<file path="config.mk">
export PLATFORM = sky130hd
export DESIGN_NAME = life_board_stepper_flat
export DESIGN_NICKNAME = d
export VERILOG_FILES = /design/src/rtl/life_pkg.sv /design/src/rtl/life_board_stepper_if.sv /design/src/rtl/life_cell_rule.sv /design/src/rtl/life_board_stepper.sv /design/src/flat_wrapper.sv
export SDC_FILE = /design/constraint.sdc
export NUM_CORES = 2
export LEC_CHECK = 0
export ABC_AREA = 0
export CAP_MARGIN = 20
export CORE_UTILIZATION = 35
export CTS_CLUSTER_SIZE = 12
export DETAILED_ROUTE_END_ITERATION = 7
export HOLD_SLACK_MARGIN = 0.12
export PLACE_DENSITY = 0.55
export SLEW_MARGIN = 20
export SYNTH_ARGS = -nofsm -noshare
export SYNTH_HDL_FRONTEND = slang
export SYNTH_SLANG_ARGS = --single-unit
</file>
<file path="constraint.sdc">
create_clock -name clk -period 6.4 [get_ports clk]
set_input_delay 1.28 -clock clk [delete_from_list [all_inputs] [get_ports clk]]
set_output_delay 1.28 -clock clk [all_outputs]
set_load 0.02 [all_outputs]
</file>
<file path="src/rtl/life_pkg.sv">
// Shared types and helpers for the Game-of-Life generation engine.
// Holds default board size, FSM state enum, board type and counter helper.
package life_pkg;

    localparam int ROWS_DEF = 16;
    localparam int COLS_DEF = 16;

    typedef enum logic [1:0] {
        IDLE,
        COMPUTE,
        COMMIT
    } life_state_t;

    typedef logic [ROWS_DEF-1:0][COLS_DEF-1:0] board_t;

    function automatic logic [15:0] sat_inc(input logic [15:0] v);
        return (v == 16'hFFFF) ? v : v + 16'd1;
    endfunction

endpackage

</file>
<file path="src/rtl/life_board_stepper_if.sv">
// Control/status bundle of the life board stepper.
// master: trigger, run/step and seed inputs; slave: board and status outputs.
interface life_board_stepper_if #(
    parameter int ROWS = 16,
    parameter int COLS = 16
);
    localparam int RW = $clog2(ROWS);

    logic                       tick_en;
    logic                       run;
    logic                       step;
    logic                       seed_we;
    logic [RW-1:0]              seed_row;
    logic [COLS-1:0]            seed_data;
    logic [ROWS-1:0][COLS-1:0]  board_out;
    logic                       busy;
    logic [15:0]                gen_count;
    logic                       stable;
    logic                       extinct;

    modport master (
        output tick_en, run, step, seed_we, seed_row, seed_data,
        input  board_out, busy, gen_count, stable, extinct
    );

    modport slave (
        input  tick_en, run, step, seed_we, seed_row, seed_data,
        output board_out, busy, gen_count, stable, extinct
    );

endinterface

</file>
<file path="src/rtl/life_cell_rule.sv">
// Combinational Game-of-Life rule for one cell.
// Ports: top/mid/bot = 3x3 neighbourhood rows (mid[1] is the cell), next = new state.
module life_cell_rule (
    input  logic [2:0] top,
    input  logic [2:0] mid,
    input  logic [2:0] bot,
    output logic       next
);
    logic [3:0] n;

    always_comb begin
        n = 4'(top[0]) + 4'(top[1]) + 4'(top[2])
          + 4'(mid[0]) + 4'(mid[2])
          + 4'(bot[0]) + 4'(bot[1]) + 4'(bot[2]);
        next = (n == 4'd3) | (mid[1] & (n == 4'd2));
    end

endmodule

</file>
<file path="src/rtl/life_board_stepper.sv">
// Game-of-Life engine: one row per cycle into a shadow, then atomic commit.
// Ports: clk, reset (sync, active-high), bus (slave side of life_board_stepper_if).
module life_board_stepper
    import life_pkg::*;
#(
    parameter int ROWS = ROWS_DEF,
    parameter int COLS = COLS_DEF,
    parameter int WRAP = 0
) (
    input  logic                 clk,
    input  logic                 reset,
    life_board_stepper_if.slave  bus
);
    localparam int RW = $clog2(ROWS);
    localparam logic [RW-1:0] LAST_ROW = RW'(ROWS - 1);

    typedef logic [ROWS-1:0][COLS-1:0] brd_t;

    life_state_t     state;
    life_state_t     state_nx;
    logic [RW-1:0]   row_idx;
    brd_t            board;
    brd_t            shadow;
    logic [15:0]     gen_count;
    logic            stable;
    logic            extinct;

    logic            trigger;
    logic            seed_ok;
    logic [COLS-1:0] row_up;
    logic [COLS-1:0] row_mid;
    logic [COLS-1:0] row_dn;
    logic [COLS+1:0] ext_up;
    logic [COLS+1:0] ext_mid;
    logic [COLS+1:0] ext_dn;
    logic [COLS-1:0] row_next;

    // Bit 0 is column -1, bit COLS+1 is column COLS.
    function automatic logic [COLS+1:0] pad(input logic [COLS-1:0] r);
        if (WRAP != 0)
            return {r[0], r, r[COLS-1]};
        return {1'b0, r, 1'b0};
    endfunction

    assign trigger = (bus.tick_en & bus.run) | (bus.step & ~bus.run);
    assign seed_ok = int'({1'b0, bus.seed_row}) < ROWS;

    always_ff @(posedge clk) begin
        if (reset)
            state <= IDLE;
        else
            state <= state_nx;
    end

    // A seed write in IDLE takes priority over a same-cycle trigger.
    always_comb begin
        state_nx = state;
        unique case (state)
            IDLE: begin
                if (trigger && !bus.seed_we)
                    state_nx = COMPUTE;
            end
            COMPUTE: begin
                if (row_idx == LAST_ROW)
                    state_nx = COMMIT;
            end
            COMMIT: state_nx = IDLE;
            default: state_nx = IDLE;
        endcase
    end

    // Neighbour rows always come from the committed board.
    always_comb begin
        row_mid = board[row_idx];
        row_up  = '0;
        row_dn  = '0;
        if (row_idx != '0)
            row_up = board[row_idx - RW'(1)];
        else if (WRAP != 0)
            row_up = board[ROWS-1];
        if (row_idx != LAST_ROW)
            row_dn = board[row_idx + RW'(1)];
        else if (WRAP != 0)
            row_dn = board[0];
        ext_up  = pad(row_up);
        ext_mid = pad(row_mid);
        ext_dn  = pad(row_dn);
    end

    for (genvar c = 0; c < COLS; c++) begin : g_cell
        life_cell_rule u_rule (
            .top  (ext_up[c+2:c]),
            .mid  (ext_mid[c+2:c]),
            .bot  (ext_dn[c+2:c]),
            .next (row_next[c])
        );
    end

    always_ff @(posedge clk) begin
        if (reset) begin
            row_idx   <= '0;
            board     <= '0;
            shadow    <= '0;
            gen_count <= '0;
            stable    <= 1'b0;
            extinct   <= 1'b0;
        end else begin
            unique case (state)
                IDLE: begin
                    if (bus.seed_we) begin
                        if (seed_ok)
                            board[bus.seed_row] <= bus.seed_data;
                        gen_count <= '0;
                        stable    <= 1'b0;
                        extinct   <= 1'b0;
                    end else if (trigger) begin
                        row_idx <= '0;
                    end
                end
                COMPUTE: begin
                    shadow[row_idx] <= row_next;
                    row_idx         <= row_idx + RW'(1);
                end
                COMMIT: begin
                    board     <= shadow;
                    gen_count <= sat_inc(gen_count);
                    stable    <= (shadow == board);
                    extinct   <= (shadow == '0);
                end
                default: ;
            endcase
        end
    end

    assign bus.board_out = board;
    assign bus.busy      = (state != IDLE);
    assign bus.gen_count = gen_count;
    assign bus.stable    = stable;
    assign bus.extinct   = extinct;

endmodule

</file>
<file path="src/flat_wrapper.sv">
// flat-port wrapper written by rule: the top's interface ports become plain ports
module life_board_stepper_flat import life_pkg::*;
#(
    parameter int ROWS = ROWS_DEF,
    parameter int COLS = COLS_DEF,
    parameter int WRAP = 0
)
  (clk, reset, bus_tick_en, bus_run, bus_step, bus_seed_we, bus_seed_row, bus_seed_data, bus_board_out, bus_busy, bus_gen_count, bus_stable, bus_extinct);
  life_board_stepper_if #(.ROWS(ROWS), .COLS(COLS)) bus_i ();
  input  logic clk;
  input  logic reset;
  input wire logic [$bits(bus_i.tick_en)-1:0] bus_tick_en;
  input wire logic [$bits(bus_i.run)-1:0] bus_run;
  input wire logic [$bits(bus_i.step)-1:0] bus_step;
  input wire logic [$bits(bus_i.seed_we)-1:0] bus_seed_we;
  input wire logic [$bits(bus_i.seed_row)-1:0] bus_seed_row;
  input wire logic [$bits(bus_i.seed_data)-1:0] bus_seed_data;
  output wire logic [$bits(bus_i.board_out)-1:0] bus_board_out;
  output wire logic [$bits(bus_i.busy)-1:0] bus_busy;
  output wire logic [$bits(bus_i.gen_count)-1:0] bus_gen_count;
  output wire logic [$bits(bus_i.stable)-1:0] bus_stable;
  output wire logic [$bits(bus_i.extinct)-1:0] bus_extinct;
  assign bus_i.tick_en = bus_tick_en;
  assign bus_i.run = bus_run;
  assign bus_i.step = bus_step;
  assign bus_i.seed_we = bus_seed_we;
  assign bus_i.seed_row = bus_seed_row;
  assign bus_i.seed_data = bus_seed_data;
  assign bus_board_out = bus_i.board_out;
  assign bus_busy = bus_i.busy;
  assign bus_gen_count = bus_i.gen_count;
  assign bus_stable = bus_i.stable;
  assign bus_extinct = bus_i.extinct;
  life_board_stepper #(.ROWS(ROWS), .COLS(COLS), .WRAP(WRAP)) u_core (.clk(clk), .reset(reset), .bus(bus_i));
endmodule
</file>
==> results.py <==
metrics = {
    "status": {
        "outcome": "complete, but fails checks",
        "violations": "design-rule violations",
    },
    "worst_setup_path": {
        "reg2reg_from": "u_core.row_idx[1]",
        "critPathLaunchType": "flop",
        "path_max_fanout": 16,
        "endpoint_kind": "flop",
        "r2r_slack_ns": 0.53,
        "cp_data_required_time_ns": 6.98,
        "startpoint": "u_core.row_idx[1]",
        "worstPathArrival_ns": 6.45,
        "ff2ff_path_depth": 21,
        "worstSetupPathType": "reg2reg",
        "timing.rr.end": "u_core.shadow[108]",
    },
    "floorplanning": {
        "ioPinCount": 301,
        "start_util_pct": 35.41,
        "coreArea_mm2": 0.09529,
        "chipHeight_um": 312.5,
        "core.rowCount": 113,
        "fp.dieArea_mm2": 0.09766,
        "die_w_um": 312.5,
    },
    "power": {
        "power_mw": 7.983,
        "ir_drop_v": 0.0002257,
        "power.density_mw_per_mm2": 195.3,
        "p_leak_nw": 14.40,
    },
    "hold_path": {
        "hold_start": "u_core.bus.gen_count[1]",
        "hold_path_class": "reg2reg",
        "holdPathStages": 2,
        "worstHoldEndpoint": "u_core.bus.gen_count[1]",
    },
    "logic_synthesis": {
        "synth.area.top_cells": "dfxtp_1 (32%), mux4_2 (13%), nand2_1 (8.8%)",
        "ys_seq_area_share_pct": 31.80,
        "yosysUniqueCellTypes": 61,
        "synth_top_area_share_pct": 31.80,
        "avgSynthCellArea_um2": 8.617,
        "synth-edff-count": 0,
        "async_flop_share_pct": 0,
        "syn-num-nets": 4053,
        "ys.flop_type": "dfxtp_1",
        "ys_ff_latch": 536,
        "synth_cells": 3916,
        "yosys_warnings": 0,
        "ys_top_cells_by_count": "nand2_1 (789), dfxtp_1 (536), a21oi_1 (392), nand3_1 (220), nor2_1 (207)",
        "synth_most_common_cell": "nand2_1",
        "yosysTopAreaCell": "dfxtp_1",
        "syn_area_mm2": 0.03374,
    },
    "sta": {
        "finalClockSkew_ns": 0.03544,
        "fin_ws_ns": 0.5306,
        "tightest_slew_ns": 1.335,
        "rsz0062_at_grt": "no",
        "max_slew_margin_pct": 10.36,
        "slew_viol_final": 0,
        "setup_viol": 0,
        "fin_crit_ns": 5.869,
        "max_freq_mhz": 170.4,
        "hold_violations": 0,
        "final.setup.tns_ns": 0,
        "whs_ns": 0.5082,
        "period_share_pct": 91.71,
    },
    "finish": {
        "design_area_mm2": 0.04087,
        "layout-drive-gt1-share_pct": 13.52,
        "synthToLayoutAreaGrowth_pct": 21.11,
        "fin_util_pct": 42.88,
        "instances_no_fill": 5507,
        "layout.nets": 4311,
    },
    "clock_network": {
        "clk_path_buf_depth": 3,
        "root_buffer": "clkbuf_16",
        "cts_tree": "built",
        "htree_levels": 2,
        "clk_pin_slew_ns": 0.06,
        "post_cts_buffers": 0,
        "worstSkewPairLatency_ns": 0.69,
        "cts.sinks": 536,
        "cts_made_buffers": 60,
        "ctsResizeCount": 0,
        "cts-hold-fix-buffers": 0,
    },
    "global_route": {
        "grt_usage_pct": 47.79,
        "overflow": 0,
        "grt_pass1_wl_mm": 315.6,
        "grt_max_degree": 198,
        "grt_pass1_vias": 33880,
        "antenna_found_initial": 28,
    },
    "job": {
        "drv_cap": 0,
    },
    "placement": {
        "gp_congestion": 1.185,
        "dp_slack_ns": 0.6574,
        "portBuffers": 300,
        "dp_cells": 5375,
        "placed_cell_area_mm2": 0.03870,
        "dpl.hpwl_mm": 180.8,
    },
    "route": {
        "drt_first_pass_iters": 8,
        "drc": 21,
        "vias_per_cell": 6.859,
        "antenna_left": 0,
        "drt_iter0_drc": 7272,
        "num_vias": 37770,
        "wl_per_cell_um": 43.71,
        "routed_wirelength_mm": 240.7,
    },
}
-- cells in the final DEF (no fill, tap or decap), types with 20 or more instances in the layout --
master             n
nand4_1           51
clkdlybuf4s50_1  288
dfxtp_1          532
nor2_1           203
xor2_1            60
a311oi_1         111
mux4_2           197
fa_1              60
a211oi_1          22
o22ai_1           24
ha_1              50
nand2_1          789
nand3_1          220
mux2i_1           61
a21oi_1          392
a22oi_1          129
a2111o_1          23
clkbuf_16         61
and3_1            29
nor2b_1           83
nand2b_1          44
inv_1            195
buf_4            193
diode_2           20
nor4_1            96
xnor2_1           95
-- worst max path at each step --
| stage | to |
|---|---|
| after CTS | u_core.shadow[108] |
| after floorplan | u_core.shadow[174] |
| after global placement | u_core.shadow[174] |
| final | u_core.shadow[108] |
| after detailed placement | u_core.shadow[108] |
| after global routing | u_core.shadow[93] |
-- logic make-up after synthesis --
family,after synthesis,synth area share [%]
and+or+nand+nor,1570,21.18
AOI/OAI and AO/OA,762,14.91
xor gates and xnor gates,161,4.179
muxes,269,15.81
DFF,536,31.80
adders and majority gates,111,5.451
buffers and inverters,507,6.671
-- per-layer routing --
metal	track usage [%]	vias to the layer above	routed length [µm]
li1	-	14580	-
met1	59.86	18680	88260
met2	63.87	3642	93240
met3	22.14	852	37640
met4	33.99	24	21310
met5	1.354	-	245
-- registers in the layout, indices dropped and copies added (netlist names) --
name,flops
u_core.bus.extinct,1
u_core.bus.board_out,256
u_core.state,2
u_core.bus.stable,1
u_core.shadow,256
u_core.row_idx,4
u_core.bus.gen_count,16
-- worst max-delay path, cell delays in order, from the launching register on --
cell       delay [ns]
dfxtp_4          0.46
inv_1            0.14
ha_4             0.33
buf_4            0.32
mux4_2           0.41
nand2_1          0.11
nand3_1          0.22
and3_1           0.32
ha_1             0.29
inv_1            0.05
fa_1             0.53
fa_1             0.41
inv_1            0.09
fa_1             0.19
inv_1            0.06
fa_1             0.43
a2111oi_0        0.30
a21oi_1          0.13
nor3_4           0.14
buf_4            0.49
nand2_1          0.12
a21oi_1          0.17
-- where the power goes --
part,internal (mW),switching (mW)
logic,0.253,0.566
clock network,2.16,1.59
registers,3.35,0.0624
total,5.77,2.22
-- final cells by class --
class                   instances  area (µm²)
diodes                         20       50.05
clock buffers                  88        1778
clock inverters                22       285.3
fillers                      9536       54430
inverters                     195       732.0
multi-input cells            2873       21010
flip-flops and latches        536       10740
well taps                    1265        1583
repair buffers                508        4688
No activity file was read; power rests on OpenSTA's default activity.
